[config.mk]
export PLATFORM = sky130hd
export DESIGN_NAME = norm_sequencer
export DESIGN_NICKNAME = d
export VERILOG_FILES = /design/src/rtl/norm_sequencer.sv
export SDC_FILE = /design/constraint.sdc
export NUM_CORES = 1
export LEC_CHECK = 0
export ABC_AREA = 1
export BUFFER_PORTS_ARGS = -buffer_cell sky130_fd_sc_hd__buf_2
export CORE_ASPECT_RATIO = 0.6
export CORE_MARGIN = 1
export CORE_UTILIZATION = 55
export DETAILED_ROUTE_END_ITERATION = 8
export GPL_TIMING_DRIVEN = 0
export PLACE_DENSITY = 0.8
export SYNTH_ARGS = -nofsm -noshare
export SYNTH_HDL_FRONTEND = slang
export SYNTH_SLANG_ARGS = --single-unit
export TNS_END_PERCENT = 1
[constraint.sdc]
create_clock -name i_clk -period 24.1 [get_ports i_clk]
set_input_delay 2.41 -clock i_clk [delete_from_list [all_inputs] [get_ports i_clk]]
set_output_delay 2.41 -clock i_clk [all_outputs]
set_load 0.02 [all_outputs]
[src/rtl/norm_sequencer.sv]
// Time-multiplexes one external Normalize datapath over the N_CH channels of a frame; ch0 valid 2 cycles after accept.
// Output register holds under !i_ready, stalling the channel walk; define NORM_CLAMP_EN to saturate results to [-2048,2047].
module norm_sequencer #(
  parameter int N_CH = 8,
  parameter int W    = 16,
  parameter int CW   = $clog2(N_CH)
) (
  input  logic              i_clk,
  input  logic              i_rst,
  input  logic              i_cfg_we,
  input  logic              i_cfg_sel,
  input  logic [CW-1:0]     i_cfg_ch,
  input  logic [W-1:0]      i_cfg_data,
  input  logic              i_frame_valid,
  output logic              o_frame_ready,
  input  logic [N_CH*W-1:0] i_frame,
  output logic [W-1:0]      o_nd_data,
  output logic [W-1:0]      o_nd_mean,
  output logic [W-1:0]      o_nd_std,
  input  logic [W-1:0]      i_nd_norm,
  output logic              o_valid,
  input  logic              i_ready,
  output logic [W-1:0]      o_norm,
  output logic [CW-1:0]     o_ch,
  output logic              o_last,
  output logic              o_busy
);

  localparam logic [0:0]  S_IDLE = 1'b0;
  localparam logic [0:0]  S_RUN  = 1'b1;
  localparam logic [CW:0] N_CH_W = (CW+1)'(N_CH);

  logic [0:0]    r_state;
  logic [CW-1:0] r_idx;
  logic [W-1:0]  r_frame [N_CH];
  logic [W-1:0]  r_mean  [N_CH];
  logic [W-1:0]  r_std   [N_CH];
  logic          r_valid;
  logic [W-1:0]  r_norm;
  logic [CW-1:0] r_ch;
  logic          r_last;

  logic          w_run;
  logic          w_cap;
  logic          w_idx_last;
  logic          w_cfg_ok;
  logic [W-1:0]  w_cap_val;

  assign w_run      = (r_state == S_RUN);
  assign w_cap      = w_run && (!r_valid || i_ready);
  assign w_idx_last = (r_idx == CW'(N_CH-1));
  assign w_cfg_ok   = (r_state == S_IDLE) && i_cfg_we && ({1'b0, i_cfg_ch} < N_CH_W);

`ifdef NORM_CLAMP_EN
  localparam logic signed [W-1:0] SAT_HI = W'(2047);
  localparam logic signed [W-1:0] SAT_LO = W'(-2048);

  always_comb begin
    w_cap_val = i_nd_norm;
    if ($signed(i_nd_norm) > SAT_HI)
      w_cap_val = SAT_HI;
    else if ($signed(i_nd_norm) < SAT_LO)
      w_cap_val = SAT_LO;
  end
`else
  assign w_cap_val = i_nd_norm;
`endif

  // Index rests at 0 in IDLE, so the datapath inputs follow channel 0 there.
  assign o_nd_data     = r_frame[r_idx];
  assign o_nd_mean     = r_mean[r_idx];
  assign o_nd_std      = r_std[r_idx];
  assign o_frame_ready = !w_run;
  assign o_busy        = w_run;
  assign o_valid       = r_valid;
  assign o_norm        = r_norm;
  assign o_ch          = r_ch;
  assign o_last        = r_last;

  always_ff @(posedge i_clk) begin
    if (i_rst) begin
      r_state <= S_IDLE;
      r_idx   <= '0;
      r_valid <= 1'b0;
      r_norm  <= '0;
      r_ch    <= '0;
      r_last  <= 1'b0;
      for (int i = 0; i < N_CH; i++) begin
        r_frame[i] <= '0;
        r_mean[i]  <= '0;
        r_std[i]   <= W'(1);
      end
    end else begin
      if (w_cfg_ok) begin
        if (i_cfg_sel)
          r_std[i_cfg_ch] <= (i_cfg_data == '0) ? W'(1) : i_cfg_data;
        else
          r_mean[i_cfg_ch] <= i_cfg_data;
      end

      case (r_state)
        S_IDLE: begin
          if (i_frame_valid) begin
            for (int i = 0; i < N_CH; i++)
              r_frame[i] <= i_frame[i*W +: W];
            r_idx   <= '0;
            r_state <= S_RUN;
          end
        end
        S_RUN: begin
          if (w_cap) begin
            if (w_idx_last) begin
              r_idx   <= '0;
              r_state <= S_IDLE;
            end else begin
              r_idx <= r_idx + 1'b1;
            end
          end
        end
        default: r_state <= S_IDLE;
      endcase

      // A capture refills the output register even when the old word drains this cycle.
      if (w_cap) begin
        r_valid <= 1'b1;
        r_norm  <= w_cap_val;
        r_ch    <= r_idx;
        r_last  <= w_idx_last;
      end else if (r_valid && i_ready) begin
        r_valid <= 1'b0;
      end
    end
  end

endmodule

==> results.py <==
metrics = {
    "drt": {
        "num_vias": 18000,
        "wl_um": 63600,
        "firstDrtPassIters": 8,
        "drc": 0,
        "antenna_left": 0,
        "drt-initial-drc-count": 2536,
        "wire_per_inst_um": 19.4,
        "vias_per_cell": 5.46,
    },
    "clock_network": {
        "clockBufferDepth": 3,
        "post_cts_resized": 0,
        "clockRootBuffer": "clkbuf_16",
        "clk_latency_ps": 560,
        "post_cts_buffers": 0,
        "cts_buffers": 40,
        "hold_buffers": 0,
        "h-tree-depth": 2,
        "cts.reportedPaths.clkPinSlew_ps": 70,
        "cts_tree": "yes",
        "cts_sinks": 412,
    },
    "worst_setup_path": {
        "rr_startpoint": "o_busy",
        "path_buf_inv": 4,
        "path_class": "register to primary output",
        "crit_path_cell_trace": "inv_1 -> clkbuf_1 -> buf_2 -> nand2_1 -> nand2_1 -> buf_2",
        "slowest_delay_ps": 670,
        "crit_path_end_kind": "primary output",
        "worstPathRequired_ps": 21690,
        "arrival_ps": 2650,
        "crit_fanout": 10,
        "path_delay_family": "buffers and inverters",
        "worst_path_max_delay_cell": "clkbuf_1",
        "start_kind": "register",
    },
    "logic_synthesis": {
        "dominantRegCellSynth": "edfxtp_1",
        "ys_types": 20,
        "synth_top_area_share_pct": 54.8,
        "syn_area_sq_um": 21000,
        "synth-seq-area-share_pct": 57.4,
        "ys_async_sr_fraction_pct": 0,
        "syn_nets": 2623,
        "synth_top_cell_by_area": "edfxtp_1",
        "synth_area_leaders": "edfxtp_1 55%, nand2_1 11%, inv_1 9.5%",
        "synth-edff-count": 384,
        "syn_area_per_cell_sq_um": 8.58,
        "yosys_warnings": 0,
        "syn_inst": 2452,
        "ys_seq_elements": 412,
    },
    "grt": {
        "antenna_found_initial": 1,
        "use_met1_pct": 44.8,
        "use_met3_pct": 10.9,
        "overflow": 0,
        "track_usage_pct": 32.4,
        "grt-busiest-layer": "met2",
        "grt_pass1_vias": 17000,
        "grt_use_met2_pct": 48.1,
        "grt_pass1_wl_um": 94500,
        "grt_start_max_net_pins": 32,
    },
    "floorplanning": {
        "io_pins": 240,
        "die_area_sq_um": 39100,
        "dieWidth_um": 255,
        "dieHeight_um": 154,
        "start_util_pct": 55.8,
        "coreArea_sq_um": 37700,
        "rows": 55,
    },
    "timing": {
        "fmax_mhz": 198,
        "fin_crit_ps": 5060,
        "rsz0062_at_grt": "no",
        "fin_crit_sh_pct": 21.0,
        "tightest_slew_ps": 1430,
        "max_slew_margin_pct": 4.88,
        "setup_violations": 0,
        "timing.setup.tns_ps": 0,
        "hold_violations": 0,
        "final_max_slew_viol_count": 0,
        "skew_ps": 20.8,
    },
    "placement": {
        "numPortBuffers": 236,
        "gp_congestion": 1.02,
        "place_hpwl_um": 46100,
        "dp_cells": 3215,
    },
    "finish": {
        "syn2layout_area_growth_pct": 15.7,
        "final_nets": 2915,
        "stdcell_count": 3288,
        "drive_gt1_share_pct": 18.8,
    },
    "outcome": {
        "outcome": "completed",
    },
    "power": {
        "p_per_area_nw_per_um2": 68.7,
        "p_leak_uw": 0.0114,
        "irDropWorstVdd_mv": 0.0446,
    },
    "min_path": {
        "min_from": "o_last",
        "hold_class": "register to register",
    },
    "flow_run": {
        "timing.max_cap.violations": 0,
    },
}
area by class of cell:
class | count | area [sq um]
multi-input combinational | 1330 | 6130
inverter | 542 | 2030
tap | 513 | 642
antenna | 1 | 2.50
buffer | 168 | 835
clock buffer | 47 | 1030
timing repair buffer | 250 | 1390
fill | 3071 | 13300
sequential | 412 | 12100
clock inverter | 25 | 204
per-stage QoR:
stage	util (%)	instance area, sq um	hold slack, ps	worst slack [ps]	total power, uW
final	64.6	24400	473	19040	1670
after global routing	64.6	24400	498	19070	1720
after CTS	64.6	24400	472	19150	1660
after detailed placement	61.3	23100	463	19320	1060
after global placement	60.7	22900	455	7960	1060
after floorplan	-	21000	467	11920	977
logic make-up (layout without fill, tap and decap cells):
group | Yosys count | after routing | synth area share (%)
buffers and inverters | 710 | 1032 | 13.6
DFF | 412 | 412 | 57.4
other | 0 | 1 | 0
AOI/OAI and AO/OA | 42 | 42 | 1.02
adders and majority gates | 2 | 2 | 0.119
and+or+nand+nor | 1286 | 1286 | 27.8
synthesized netlist by cell type, types with 2 or more instances:
cell,count
inv_2,7
edfxtp_1,384
nand3_2,8
buf_6,10
nand2_1,640
ha_1,2
a21oi_1,5
buf_1,14
nand3_1,203
clkbuf_1,43
inv_1,535
nor2_1,184
o21ai_0,36
nor3_1,168
nand4_1,3
dfxtp_1,28
nor3_2,80
buf_2,100
registers in the layout, indices dropped and copies added, names as in the netlist, named ones only:
| signal | cells |
|---|---|
| o_ch | 3 |
| r_idx | 3 |
| r_mean | 128 |
| o_last | 1 |
| r_std | 128 |
| r_frame | 128 |
| o_valid | 1 |
| o_norm | 16 |
| o_busy | 1 |
worst reg2reg max path, delay by kind of cell, from the launching register on:
family	cells	cell delay, ps
buf+inv	4	950
flops	1	390
compound gates	1	670
simple gates	1	260
report_power, final:
part | internal (uW) | switching, uW | leakage [uW]
clock | 338 | 283 | 0.000604
combinational | 63.1 | 160 | 0.00662
sequential | 819 | 11.2 | 0.00421
total | 1220 | 454 | 0.0114
layout by cell type, fill, tap and decap left out, types with 2 or more instances in the layout:
cell         n
nor2_1     184
buf_12       3
buf_6       14
nand3_2      8
edfxtp_1   384
nand4_1      3
buf_2      336
nor3_2      80
clkbuf_1    50
a21oi_1      5
clkinv_2     8
bufinv_16    3
nor3_1     168
buf_1       14
o21ai_2      9
inv_2        7
nand2_1    640
clkbuf_16   40
buf_8        2
o21ai_1      7
clkinv_1    11
buf_4        4
o21ai_0     19
buf_16       2
inv_1      535
dfxtp_1     28
nand3_1    203
ha_1         2
metal layers:
layer,share of wire (%),wire length [um]
met5,0,0
met4,3.1,1980
met3,14,9120
met2,43,27500
met1,39,25000
worst paths after layout:
check | to | slack, ps | cells after the start
min reg2reg | o_last | 470 | 2
max | o_nd_mean[14] | 19040 | 6
min | o_last | 470 | 2
max reg2reg | r_mean[3][3] | 21530 | 6
No activity file was read; power rests on OpenSTA's default activity.
